===== config.mk =====
export PLATFORM = sky130hd
export DESIGN_NAME = led_pattern_engine
export DESIGN_NICKNAME = d
export VERILOG_FILES = /design/src/rtl/led_pattern_pkg.sv /design/src/rtl/led_tick_gen.sv /design/src/rtl/led_pattern_engine.sv
export SDC_FILE = /design/constraint.sdc
export NUM_CORES = 1
export LEC_CHECK = 0
export CORE_UTILIZATION = 60
export DETAILED_ROUTE_END_ITERATION = 10
export DONT_BUFFER_PORTS = 1
export GPL_ROUTABILITY_DRIVEN = 1
export MAX_ROUTING_LAYER = met4
export PLACE_DENSITY = 0.76
export RECOVER_POWER = 100
export SYNTH_ARGS = -nofsm -noshare
export SYNTH_HDL_FRONTEND = slang
export SYNTH_SLANG_ARGS = --single-unit
export TNS_END_PERCENT = 1

===== constraint.sdc =====
create_clock -name clk -period 11.45 [get_ports clk]
set_input_delay 2.29 -clock clk [delete_from_list [all_inputs] [get_ports clk]]
set_output_delay 2.29 -clock clk [all_outputs]
set_load 0.005 [all_outputs]

===== src/rtl/led_pattern_pkg.sv =====
// led_pattern_pkg: pattern codes, LFSR constants and PWM width shared by the LED pattern engine.
// Revision: 1.0
`default_nettype none
package led_pattern_pkg;
  localparam logic [2:0] PAT_KNIGHT  = 3'd0;
  localparam logic [2:0] PAT_PAIR    = 3'd1;
  localparam logic [2:0] PAT_EXPAND  = 3'd2;
  localparam logic [2:0] PAT_BLINK   = 3'd3;
  localparam logic [2:0] PAT_ALT     = 3'd4;
  localparam logic [2:0] PAT_MARQUEE = 3'd5;
  localparam logic [2:0] PAT_SPARKLE = 3'd6;
  localparam logic [2:0] PAT_OFF     = 3'd7;

  localparam logic [15:0] LFSR_SEED = 16'hACE1;
  // Taps 16,14,13,11 map to state bits 15,13,12,10.
  localparam logic [15:0] LFSR_TAPS = 16'hB400;

  localparam int PWM_W = 4;

  function automatic logic [15:0] lfsr_next(input logic [15:0] s);
    return {s[14:0], ^(s & LFSR_TAPS)};
  endfunction
endpackage
`default_nettype wire


===== src/rtl/led_tick_gen.sv =====
// led_tick_gen: clk-domain step-rate divider producing a registered one-cycle tick, with pause/single-step.
// Revision: 1.0
`default_nettype none
module led_tick_gen #(
  parameter int DIV_W    = 24,
  parameter int FAST_DIV = 62500,
  parameter int SLOW_DIV = 2500000
) (
  input  logic clk,
  input  logic rst,
  input  logic ena,
  input  logic speed_sel,
  input  logic pause,
  input  logic step,
  output logic tick
);
  logic [DIV_W-1:0] cnt;
  logic [DIV_W-1:0] term_m1;

  assign term_m1 = speed_sel ? DIV_W'(SLOW_DIV - 1) : DIV_W'(FAST_DIV - 1);

  // >= rather than == so a switch to the fast rate wraps at once instead of overrunning.
  always_ff @(posedge clk or posedge rst) begin
    if (rst) begin
      cnt  <= '0;
      tick <= 1'b0;
    end else begin
      tick <= 1'b0;
      if (ena) begin
        if (pause) begin
          if (step) tick <= 1'b1;
        end else if (cnt >= term_m1) begin
          cnt  <= '0;
          tick <= 1'b1;
        end else begin
          cnt <= cnt + 1'b1;
        end
      end
    end
  end
endmodule
`default_nettype wire


===== src/rtl/led_pattern_engine.sv =====
// led_pattern_engine: tick-stepped LED pattern generator (knight, pair, expand, blink, alternate, marquee, sparkle, off).
// Optional brightness PWM when LED_PATTERN_PWM_DIM_EN is defined. Revision: 1.0
`default_nettype none
module led_pattern_engine
  import led_pattern_pkg::*;
#(
  parameter int LED_W    = 8,
  parameter int DIV_W    = 24,
  parameter int FAST_DIV = 62500,
  parameter int SLOW_DIV = 2500000
) (
  input  logic             clk,
  input  logic             rst,
  input  logic             ena,
  input  logic [2:0]       pat_sel,
  input  logic             speed_sel,
  input  logic             pause,
  input  logic             step,
`ifdef LED_PATTERN_PWM_DIM_EN
  input  logic [3:0]       bright,
`endif
  output logic [LED_W-1:0] led_out,
  output logic [2:0]       pat_active
);
  localparam int H = LED_W / 2;

  logic             tick;
  logic [3:0]       pos;
  logic             dir;
  logic [LED_W-1:0] frame;
  logic [15:0]      lfsr;
  logic [4:0]       kn_nxt, pr_nxt;
  logic [3:0]       ex_nxt;

  led_tick_gen #(.DIV_W(DIV_W), .FAST_DIV(FAST_DIV), .SLOW_DIV(SLOW_DIV)) u_tick (
    .clk(clk), .rst(rst), .ena(ena), .speed_sel(speed_sel),
    .pause(pause), .step(step), .tick(tick)
  );

  // Returns {dir, pos}; endpoints are shown once per bounce.
  function automatic logic [4:0] bounce(input logic [3:0] p, input logic d, input logic [3:0] top);
    if (!d) return (p >= top) ? {1'b1, p - 4'd1} : {1'b0, p + 4'd1};
    else    return (p == 4'd0) ? {1'b0, 4'd1} : {1'b1, p - 4'd1};
  endfunction

  function automatic logic [LED_W-1:0] knight_frame(input logic [3:0] p);
    logic [LED_W-1:0] f;
    for (int i = 0; i < LED_W; i++) f[i] = (i == int'(p)) || (i == LED_W - 1 - int'(p));
    return f;
  endfunction

  function automatic logic [LED_W-1:0] pair_frame(input logic [3:0] p);
    return {{(LED_W-2){1'b0}}, 2'b11} << p;
  endfunction

  function automatic logic [LED_W-1:0] expand_frame(input logic [3:0] idx);
    logic [LED_W-1:0] f;
    int k;
    if (int'(idx) < H)              k = int'(idx) + 1;
    else if (int'(idx) < 2 * H - 1) k = 2 * H - 1 - int'(idx);
    else                            k = 0;
    for (int i = 0; i < LED_W; i++) f[i] = (i >= H - k) && (i < H + k);
    return f;
  endfunction

  function automatic logic [LED_W-1:0] first_frame(input logic [2:0] code);
    logic [LED_W-1:0] f;
    case (code)
      PAT_KNIGHT:  f = knight_frame(4'd0);
      PAT_PAIR:    f = pair_frame(4'd0);
      PAT_EXPAND:  f = expand_frame(4'd0);
      PAT_BLINK:   f = '1;
      PAT_ALT:     for (int i = 0; i < LED_W; i++) f[i] = (i % 2 == 1);
      PAT_MARQUEE: f = {{(LED_W-3){1'b0}}, 3'b111};
      PAT_SPARKLE: f = LFSR_SEED[LED_W-1:0];
      default:     f = '0;
    endcase
    return f;
  endfunction

  always_comb begin
    kn_nxt = bounce(pos, dir, 4'(H - 1));
    pr_nxt = bounce(pos, dir, 4'(LED_W - 2));
    ex_nxt = (int'(pos) >= 2 * H - 1) ? 4'd0 : pos + 4'd1;
  end

  // A pattern change outranks any pending bounce reversal.
  always_ff @(posedge clk or posedge rst) begin
    if (rst) begin
      frame      <= '0;
      pat_active <= PAT_OFF;
      pos        <= '0;
      dir        <= 1'b0;
      lfsr       <= LFSR_SEED;
    end else if (ena && tick) begin
      if (pat_sel != pat_active) begin
        pat_active <= pat_sel;
        pos        <= '0;
        dir        <= 1'b0;
        lfsr       <= lfsr_next(LFSR_SEED);
        frame      <= first_frame(pat_sel);
      end else begin
        case (pat_active)
          PAT_KNIGHT:  begin pos <= kn_nxt[3:0]; dir <= kn_nxt[4]; frame <= knight_frame(kn_nxt[3:0]); end
          PAT_PAIR:    begin pos <= pr_nxt[3:0]; dir <= pr_nxt[4]; frame <= pair_frame(pr_nxt[3:0]); end
          PAT_EXPAND:  begin pos <= ex_nxt; frame <= expand_frame(ex_nxt); end
          PAT_BLINK,
          PAT_ALT:     frame <= ~frame;
          PAT_MARQUEE: frame <= {frame[LED_W-2:0], frame[LED_W-1]};
          PAT_SPARKLE: begin frame <= lfsr[LED_W-1:0]; lfsr <= lfsr_next(lfsr); end
          default:     frame <= '0;
        endcase
      end
    end
  end

`ifdef LED_PATTERN_PWM_DIM_EN
  logic [PWM_W-1:0] pwm_cnt;
  logic             pwm_on;

  always_ff @(posedge clk or posedge rst) begin
    if (rst) pwm_cnt <= '0;
    else     pwm_cnt <= pwm_cnt + 1'b1;
  end

  assign pwm_on  = (pwm_cnt < bright) || (bright == 4'hF);
  assign led_out = frame & {LED_W{pwm_on}};
`else
  assign led_out = frame;
`endif
endmodule
`default_nettype wire


==> metrics.cfg <==
[drt]
finalWirelength_um=11200
drtIter0Drc=270
viasPerCell=6.38
num_vias=4106
ant_nets=0
drc=0
drt-pass1-iter-count=5
avgRoutedWirePerCell_um=17.3

[status]
status=finished with violations
failed_checks=max-capacitance violations, max-slew violations

[place]
place_congestion=0.986
dp_hpwl_um=8160
placedCellCount=628
dpl_cell_area_um2=4640
port_buffers=0

[synth]
synth_edf_count=0
muxShareOfSynthArea=0.00687
synth_xor_xnor_area_share=0.0577
ys_warn_count=0
seq_area_frac_synth=0.316
synthAdderAreaFrac=0.113
ys_top_cells_by_area=dfrtp_1 (25%), ha_1 (11%), dfstp_2 (6.4%)
yosys.area_share.simple=0.218
ys_types=71
synth_top_area_frac=0.253
syn_area_um2=4550
synth_area_leader_cell=dfrtp_1
ys_ff_latch=57
ys_async_sr_fraction=1.00
synth_top_family_by_area=compound AO/OA/AOI/OAI gates
ys.flop_type=dfrtp_1
avgSynthCellArea_um2=8.47
synth-compound-area-share=0.236
syn_inst=537

[worst_setup_path]
cp-start-kind=register
max_stage_delay_ns=0.70
cpMostUsedCell=ha_1
worst_setup_path_end_kind=register
slowest_stage=a211oi_1
path_buf_inv=3
worstPathRequired_ns=11.71
setup.worst_path.class=register to register
cpLargestDelayFamily=compound AO/OA/AOI/OAI gates
critPathArrivalTime_ns=5.40
cp_max_fo=14
worstPathCellList=ha_1 -> nand2_1 -> and3_1 -> ha_1 -> o21ai_0 -> o21ai_0 -> inv_1 -> ha_1 -> a21oi_1 -> inv_1 -> ha_1 -> inv_1 -> ha_1 -> nand3_1 -> or3_1 -> a211oi_1 -> and3_2 -> o221ai_1 -> a32oi_1

[sta]
slew_headroom=-0.995
min_period_over_period=0.449
setup-violations-final=0
worst_pin_slew_ns=2.99
timing.fmax_mhz=194
hold_viol_final=0
rsz0062_at_grt=no
period_needed_ns=5.14
fin_tns_setup_ns=0
clock_skew_ns=0.0122
maxSlewViolCount=58

[global_routing]
grt_pass1_vias=3881
overflow=0
antenna_found_initial=0
grt_pass1_wl_um=18200
grt_max_degree=58
grt.total_usage=0.309

[final_layout]
final_cell_mix=nand2_1 (49), dfrtp_1 (46), nor2_1 (42)
layoutNonFillerInstCount=644
drive_gt1_frac=0.0642
final_common_cell=nand2_1
finalNetCount=590
design_area_um2=4870
fill_cells=619
areaGrowthSynthToFinish_pct=6.96
diodes=0

[power]
ir_drop_mv=0.0863
power_leakage_nw=2.16
p_total_mw=0.788
power.density_nw_per_um2=162

[job]
cap_violations=1

[floorplanning]
row_count=31
die_x_um=89.1
die_area_um2=7940
chipHeight_um=89.1
core_um2=7290
io_pins=20
start_util=0.624

[clock_network]
clk_pin_slew_ns=0.08
cts_buffers=9
clk_path_buf_depth=2
cts_tree=done
clock_latency_ns=0.34
cts_setup_buffers=0
ctsHoldBuffers=0
cts_repair_resize_count=0
clock-root-buffer=clkbuf_8
htree_levels=3
cts.sinks=57

[worst_hold_path]
hold_path_class=register to register

==> cell usage after synthesis (3+ instances only) <==
cell type / number
o21ai_0: 27
xor2_1: 14
nand2_1: 49
nand4_1: 7
and4_1: 4
nor3_1: 10
nor2_1: 42
dfrtp_1: 46
o221ai_1: 9
clkbuf_1: 22
or3_1: 5
a21o_1: 3
o21ai_1: 3
a21oi_1: 34
a311o_1: 3
nand2b_1: 9
and2_1: 4
xnor2_1: 16
nor3b_1: 5
and3_1: 7
a211o_1: 4
a211oi_1: 4
dfstp_2: 11
inv_1: 29
a31oi_1: 8
o22ai_1: 6
a22oi_1: 6
nand3_1: 27
ha_1: 41
a22o_1: 10
nor2b_1: 6
buf_2: 5
o211ai_1: 7
==> worst reg2reg max path: stages (launching register included) <==
cell and delay, ns:
dfrtp_1 0.59, ha_1 0.46, nand2_1 0.12, and3_1 0.24, ha_1 0.31, o21ai_0 0.09, o21ai_0 0.26, inv_1 0.21
ha_1 0.32, a21oi_1 0.15, inv_1 0.08, ha_1 0.15, inv_1 0.05, ha_1 0.26, nand3_1 0.07, or3_1 0.34
a211oi_1 0.70, and3_2 0.31, o221ai_1 0.13, a32oi_1 0.23
==> per-layer routing <==
metal  share of wire  vias to the layer above  global-route usage
met5               0                        -                   -
met4           0.031                        0               0.128
met3           0.049                       37              0.0711
met2            0.49                      133               0.510
met1            0.43                     1973               0.363
li1                -                     1963                   -
==> cells by family (layout without fill, tap and decap cells) <==
kind of cell | Yosys count | after routing
multiplexers | 3 | 3
XOR/XNOR | 30 | 30
buffers and inverters | 58 | 48
flip-flops | 57 | 57
adder cells (fa/ha/maj) | 41 | 41
AND/OR/NAND/NOR | 192 | 192
AO/OA/AOI/OAI | 154 | 154
other | 2 | 20
==> sequential cells by signal, indices dropped and copies added, names as in the netlist <==
signal	cells
lfsr	16
led_out	8
pos	4
pat_active	3
u_tick.tick	1
u_tick.cnt	24
dir	1
==> layout make-up <==
type	instances	area (um2)	area share
Tap cell	99	124	0.0254
Timing Repair Buffer	2	7.51	0.00154
Clock buffer	9	124	0.0254
Sequential cell	57	1440	0.296
Inverter	30	113	0.0231
Multi-Input combinational cell	440	2930	0.603
Clock inverter	7	125	0.0257
==> final timing paths <==
check                      slack, ns                      to  cells past startpoint            startpoint
min                             0.49    lfsr[11]$_DFFE_PP1P_                      2  lfsr[11]$_DFFE_PP1P_
max                             6.31  led_out[1]$_DFFE_PP0P_                     19    pos[0]$_DFFE_PP0P_
min reg2reg                     0.49    lfsr[11]$_DFFE_PP1P_                      2  lfsr[11]$_DFFE_PP1P_
max reg2reg                     6.31  led_out[1]$_DFFE_PP0P_                     19    pos[0]$_DFFE_PP0P_
max in group asynchronous       6.78         dir$_DFFE_PP0P_                      2                   rst
min in group asynchronous       2.97     lfsr[8]$_DFFE_PP0P_                      2                   rst
==> report_power, final <==
part           switching (mW)  internal, mW  total, mW
registers              0.0464         0.231      0.278
logic                   0.166         0.106      0.272
clock network          0.0911         0.147      0.238
total                   0.303         0.484      0.788
==> stage by stage <==
| step | setup WS (ns) | hold slack [ns] | utilization |
|---|---|---|---|
| 3_3_place_gp | 7.00 | 0.478 | 0.636 |
| 2_1_floorplan | 7.18 | 0.456 | - |
| 5_1_grt | 5.86 | 0.504 | 0.667 |
| 3_5_place_dp | 6.72 | 0.477 | 0.636 |
| 4_1_cts | 6.70 | 0.490 | 0.670 |
| 6_report | 6.31 | 0.493 | 0.667 |
No activity file was read; power rests on OpenSTA's default activity.
